[src/rtl/alu_arbiter.sv]
// Round-robin arbiter sharing one combinational ALU between two requesters.
// Operands are registered onto the ALU, the result is captured and returned on a valid/ready channel.
module alu_arbiter #(
  parameter int DATA_W  = 8,
  parameter int COUNT_W = 16
) (
  input  logic               clk,
  input  logic               rst,
  input  logic               req0_valid,
  output logic               req0_ready,
  input  logic [DATA_W-1:0]  req0_a,
  input  logic [DATA_W-1:0]  req0_b,
  input  logic [1:0]         req0_opcode,
  input  logic               req1_valid,
  output logic               req1_ready,
  input  logic [DATA_W-1:0]  req1_a,
  input  logic [DATA_W-1:0]  req1_b,
  input  logic [1:0]         req1_opcode,
  output logic [DATA_W-1:0]  alu_in1,
  output logic [DATA_W-1:0]  alu_in2,
  output logic [1:0]         alu_opcode,
  input  logic [DATA_W-1:0]  alu_o,
  output logic               rsp_valid,
  input  logic               rsp_ready,
  output logic [DATA_W-1:0]  rsp_data,
  output logic               rsp_id,
  output logic               busy,
  output logic [COUNT_W-1:0] op_count
);

  typedef enum logic [1:0] {IDLE, EXEC, RESP} state_t;

  state_t state, state_nxt;
  logic   last_grant;
  logic   grant_vld;
  logic   grant_id;
  logic   accept;
  logic   rsp_hs;

  function automatic logic [COUNT_W-1:0] count_inc(input logic [COUNT_W-1:0] cnt);
    count_inc = cnt + {{(COUNT_W-1){1'b0}}, 1'b1};
  endfunction

  // Arbitration: only looked at in IDLE; on contention the requester not served last wins.
  always_comb begin
    grant_vld = 1'b0;
    grant_id  = 1'b0;
    if (state == IDLE) begin
      if (req0_valid && req1_valid) begin
        grant_vld = 1'b1;
        grant_id  = ~last_grant;
      end else if (req0_valid) begin
        grant_vld = 1'b1;
        grant_id  = 1'b0;
      end else if (req1_valid) begin
        grant_vld = 1'b1;
        grant_id  = 1'b1;
      end
    end
  end

  assign req0_ready = !rst && grant_vld && !grant_id;
  assign req1_ready = !rst && grant_vld && grant_id;
  assign accept     = (req0_valid && req0_ready) || (req1_valid && req1_ready);
  assign rsp_hs     = rsp_valid && rsp_ready;
  assign busy       = (state != IDLE);

  always_comb begin
    state_nxt = state;
    case (state)
      IDLE:    if (accept) state_nxt = EXEC;
      EXEC:    state_nxt = RESP;
      RESP:    if (rsp_hs) state_nxt = IDLE;
      default: state_nxt = IDLE;
    endcase
  end

  always_ff @(posedge clk) begin
    if (rst) state <= IDLE;
    else     state <= state_nxt;
  end

  // Issue stage: capture the granted operands onto the ALU inputs.
  always_ff @(posedge clk) begin
    if (rst) begin
      last_grant <= 1'b1;
      alu_in1    <= '0;
      alu_in2    <= '0;
      alu_opcode <= '0;
      rsp_id     <= 1'b0;
    end else if (accept) begin
      last_grant <= grant_id;
      rsp_id     <= grant_id;
      alu_in1    <= grant_id ? req1_a      : req0_a;
      alu_in2    <= grant_id ? req1_b      : req0_b;
      alu_opcode <= grant_id ? req1_opcode : req0_opcode;
    end
  end

  // Response stage: capture the ALU result and hold it until the consumer takes it.
  always_ff @(posedge clk) begin
    if (rst) begin
      rsp_valid <= 1'b0;
      rsp_data  <= '0;
      op_count  <= '0;
    end else if (state == EXEC) begin
      rsp_valid <= 1'b1;
      rsp_data  <= alu_o;
    end else if (state == RESP && rsp_hs) begin
      rsp_valid <= 1'b0;
      op_count  <= count_inc(op_count);
    end
  end

endmodule

[config.mk]
export PLATFORM = sky130hd
export DESIGN_NAME = alu_arbiter
export DESIGN_NICKNAME = d
export VERILOG_FILES = /design/src/rtl/alu_arbiter.sv
export SDC_FILE = /design/constraint.sdc
export NUM_CORES = 1
export LEC_CHECK = 0
export ABC_AREA = 0
export BUFFER_PORTS_ARGS = -buffer_cell sky130_fd_sc_hd__clkbuf_2
export CORE_ASPECT_RATIO = 0.9
export CORE_MARGIN = 1.5
export CORE_UTILIZATION = 47
export CTS_BUF_LIST = sky130_fd_sc_hd__clkbuf_2
export DETAILED_ROUTE_END_ITERATION = 10
export PLACE_DENSITY_LB_ADDON = 0.05
export SYNTH_ARGS = -nofsm -noshare
export SYNTH_HDL_FRONTEND = slang
export SYNTH_SLANG_ARGS = --single-unit
[constraint.sdc]
create_clock -name clk -period 1.8 [get_ports clk]
set_input_delay 0.36 -clock clk [delete_from_list [all_inputs] [get_ports clk]]
set_output_delay 0.36 -clock clk [all_outputs]
set_load 0.05 [all_outputs]
== Word level (Yosys, flattened, before mapping) ==
Cells that the tools add are included.

* Register bits: 47
* Output and inout port bits: 47
* Logic and storage cells: 47

* Add/sub/neg operators: 1
* Eq/ne operators: 4
* Mux-type cells: 15
* Bitwise operators: 2
* Reduce and logical (&&, ||, !) cells: 16

{| class="wikitable"
|+ Operators by type and width
! cell !! count
|-
| 16-bit by 1-bit adder with 16-bit output, second input constant || 1
|-
| 8-bit 2-to-1 mux || 2
|-
| 1-bit 2-to-1 mux || 9
|-
| 1-bit logical AND || 8
|-
| 2-bit 2-to-1 mux || 3
|-
| 2-bit one-hot mux with 3 select lines || 1
|-
| 2-bit inequality test, second input constant || 2
|-
| 2-bit AND reduction || 2
|-
| 2-bit nonzero test || 2
|-
| 2-bit by 1-bit equality test with 1-bit output, second input constant || 1
|-
| 2-bit equality test, second input constant || 1
|-
| 1-bit logical NOT || 2
|-
| 2-bit logical NOT || 1
|-
| 1-bit inverter || 2
|-
| 1-bit logical OR || 1
|}

== Depth between registers and ports, before layout ==
* Word-level depth: 10
* Gate-level depth with buffers: 6
* Gate-level depth less buffers: 5

== Least setup slack after synthesis ==
Ideal clock, no wire load.

* Kind: register to output
* Start point: register state[1]
* End point: output port req0_ready
* Arrival time: 1784 ps
* Path slack: -344 ps
* Cell stages (with the launch flop): 4
* Buffers on the path: 0
* Path through: dfxtp_1 > nor2_1 > nand2_1 > nor3_1

* Longest elaborated chain between the ends: 4
* Elaborated cells between the ends (all ways): 6

{| class="wikitable"
|+ RTL lines
! item !! RTL line !! text
|-
| start: declaration || 33 || <nowiki>state_t state, state_nxt;</nowiki>
|-
| start signal: assignment || 80 || <nowiki>else state <= state_nxt;</nowiki>
|-
| 2-bit logical NOT (*) || 48 || <nowiki>if (state == IDLE) begin</nowiki>
|-
| 1-bit 2-to-1 mux || 48 ||
|-
| 1-bit logical AND or 1-bit logical NOT (tied branches) || 62 || <nowiki>assign req0_ready = !rst && grant_vld && !grant_id;</nowiki>
|-
| 1-bit logical AND (*) || 62 ||
|-
| end: declaration || 10 || <nowiki>output logic req0_ready,</nowiki>
|}

Every way passes the cells marked *; elsewhere a longest branch is shown, timed or not.

== Final worst setup path ==
Ends and elaborated chain as after synthesis.

==> flow_metrics.py <==
metrics = {
    "run_status": {
        "status": "complete, but fails checks",
        "violations": "DRC",
    },
    "critical_path": {
        "worst-endpoint-required_ns": 1.44,
        "cp_cell_sequence": "nor2_4 -> nand2_2 -> nor3_4 -> buf_12",
        "rrSetupSlack_ns": 0.03,
        "r2r_end": "op_count[15]$_SDFFE_PP0P_",
        "crit_fanout": 4,
        "slowest_stage": "dfxtp_4",
        "reg2reg_depth": 5,
        "start_kind": "flip-flop",
        "rr_startpoint": "state[0]$_SDFFE_PP0P_",
        "slowest_delay_ns": 0.41,
        "critical_path_class": "reg2out",
        "critPathCaptureType": "output port",
        "worstPathArrival_ns": 1.42,
        "critical_path_buf_inv_count": 1,
        "critPathTopFamily": "simple AND/OR/NAND/NOR gates",
    },
    "global_route": {
        "grt_max_degree": 38,
        "grt_pass1_wl_mm": 7.776,
        "antenna_found_initial": 0,
        "grt_overflow": 0,
        "grtUsageTotal": 0.2125,
        "grt_pass1_vias": 1748,
    },
    "timing": {
        "timing.hold.ws_ns": 0.1077,
        "worst_pin_slew_ns": 0.3818,
        "slew_viol_final": 0,
        "fin_ws_ns": 0.01786,
        "relSlewSlack": 0.7454,
        "setup_violations": 0,
        "finalSetupTns_ns": 0,
        "rsz0062_at_grt": "true",
        "max_freq_mhz": 561.1,
        "fin_worst_skew_ns": 0.01051,
        "hold_viol_final": 0,
        "fin_crit_ns": 1.782,
        "finalCritPeriodShare": 0.9901,
    },
    "pwr": {
        "combPwrFrac": 0.277,
        "power_density_mw_per_mm2": 942.2,
        "p_total_mw": 2.616,
        "power.leakage_nw": 1.265,
        "peakVddDrop_mv": 0.5920,
        "power_frac_seq": 0.447,
        "p_sw_mw": 0.8949,
        "power.share.clock": 0.276,
        "sw_frac_of_total": 0.3421,
        "power.internal_mw": 1.721,
    },
    "logic_synthesis": {
        "syn_area_per_cell_sq_um": 8.094,
        "syn-cell-area_sq_mm": 0.001983,
        "synth_top_area_frac": 0.4744,
        "synth_flop_cell": "dfxtp_1",
        "synth_area_leaders": "dfxtp_1 47%, nand2_1 11%, a311oi_1 7.9%, nor2_1 6.6%, a21oi_1 4.0%",
        "syn_inst": 245,
        "syn-num-nets": 295,
        "yosys_warnings": 0,
        "ys_types": 33,
        "synth_most_common_cell": "nand2_1",
        "yosysSeqAreaShare": 0.4744,
        "synthArstFlopShare": 0,
        "yosys.area.top_type": "dfxtp_1",
        "ys_seq_elements": 47,
        "synth-edff-count": 0,
        "synth_commonest_cells": "60 x nand2_1, 47 x dfxtp_1, 35 x nor2_1",
    },
    "detailed_routing": {
        "wl_mm": 4.686,
        "antenna_left": 0,
        "wl_per_cell_um": 11.83,
        "dr.pass1.iters": 9,
        "dr.first_iter.drc_count": 114,
        "drc": 8,
        "avgViaCountPerCell": 5.043,
        "vias": 1997,
    },
    "job": {
        "maxCapViolCount": 0,
    },
    "layout": {
        "drive_above_1_share": 0.4023,
        "register_area_sq_um": 958.4,
        "num_antenna_cells": 0,
        "area_delta_synth_final_pct": 40.00,
        "final_nets": 397,
        "multi_input_area_sq_mm": 0.001013,
        "utilization": 0.6815,
        "final_cells": 396,
        "nFillCells": 369,
        "finalInstanceArea_sq_mm": 0.002776,
    },
    "floorplan": {
        "rows": 22,
        "die-area_sq_mm": 0.004619,
        "start_util": 0.4868,
        "die_w_um": 71.47,
        "fp.coreArea_sq_mm": 0.004074,
        "die_h_um": 64.63,
        "ioPinCount": 96,
    },
    "place": {
        "io_buffers": 95,
        "place_ws_ns": 0.06055,
        "routabilityCongestion": 0.7260,
        "post-dp-hpwl_mm": 3.243,
        "placedInstanceArea_sq_mm": 0.002575,
        "dp.cells": 382,
    },
    "cts": {
        "htreeDepth": 2,
        "insertion_delay_ns": 0.43,
        "tritoncts": "built",
        "clk_path_buf_depth": 2,
        "cts_sinks": 47,
        "cts.clk_slew.worst_paths_ns": 0.24,
        "cts_root_buf": "clkbuf_2",
        "cts_buffers": 5,
    },
    "hold_path": {
        "min_path_cells": 3,
        "min_path_type": "in2reg",
        "min_from": "alu_o[1]",
        "holdPathEnd": "rsp_data[1]$_SDFFE_PP0P_",
    },
}
cells by family after synthesis:
kind of cell | count (synthesis) | share of synthesized area
AO/OA/AOI/OAI | 41 | 0.1420
adder cells (fa/ha/maj) | 1 | 0.006308
buffers and inverters | 20 | 0.04038
flip-flops | 47 | 0.4744
multiplexers | 1 | 0.005048
AND/OR/NAND/NOR | 125 | 0.2877
XOR/XNOR | 10 | 0.04417
metal layers:
layer | GRT usage | share of wire
met1 | 0.2752 | 0.47
met2 | 0.3411 | 0.44
met3 | 0.05132 | 0.068
met4 | 0.08491 | 0.017
met5 | 0 | 0
cell type report:
| class | count | area share |
|---|---|---|
| well taps | 48 | 0.02163 |
| clock buffers | 5 | 0.009013 |
| flip-flops and latches | 47 | 0.3452 |
| repair buffers | 110 | 0.2280 |
| inverters | 5 | 0.006760 |
| multi-input cells | 178 | 0.3650 |
| clock inverters | 3 | 0.02434 |
cells in the final DEF, fill, tap and decap left out, drive strengths merged, types with 2 or more instances in the layout:
master  netlist  layout
a21oi        16      16
a311oi       18      18
buf           6      18
bufinv        0       2
clkbuf        9      97
dfxtp        47      47
inv           5       5
nand2        60      60
nand3         5       5
nand4         2       2
nor2         35      35
nor2b         2       2
nor3          4       4
nor4          3       3
o21ai         4       4
or3           6       6
xnor2         9       9
worst min-delay path: stages:
cell and delay, ns:
clkbuf_2 0.08, nand2_1 0.04, a21oi_1 0.05
power groups by stage:
stage          registers [mW]  logic (mW)  clock network (mW)
2_1_floorplan            1.44       0.244                   0
3_3_place_gp             1.19       0.686                   0
3_5_place_dp             1.19       0.689                   0
4_1_cts                  1.17       0.717               0.741
5_1_grt                  1.18       0.786               0.782
6_report                 1.17       0.726               0.722
state kept, by name, indices dropped and copies added, names as in the netlist:
signal / count
op_count: 16
alu_in1: 8
alu_in2: 8
rsp_data: 8
alu_opcode: 2
state: 2
last_grant: 1
rsp_id: 1
rsp_valid: 1
timing repair:
| action | CTS | global route |
|---|---|---|
| resized for setup | 13 | 6 |
| hold buffers | 0 | 0 |
| setup buffers | 3 | 3 |
| setup endpoints to repair | 3 | 5 |
| pin swaps | 3 | 5 |
worst max path at each step:
stage	startpoint	to	cells after the start
after floorplan	op_count[4]$_SDFFE_PP0P_	op_count[15]$_SDFFE_PP0P_	4
after global placement	rsp_ready	op_count[15]$_SDFFE_PP0P_	5
after detailed placement	rsp_ready	op_count[12]$_SDFFE_PP0P_	6
after CTS	state[0]$_SDFFE_PP0P_	op_count[12]$_SDFFE_PP0P_	6
after global routing	state[1]$_SDFFE_PP0P_	req0_ready	4
final	state[1]$_SDFFE_PP0P_	req0_ready	4
No activity file was read; power rests on OpenSTA's default activity.
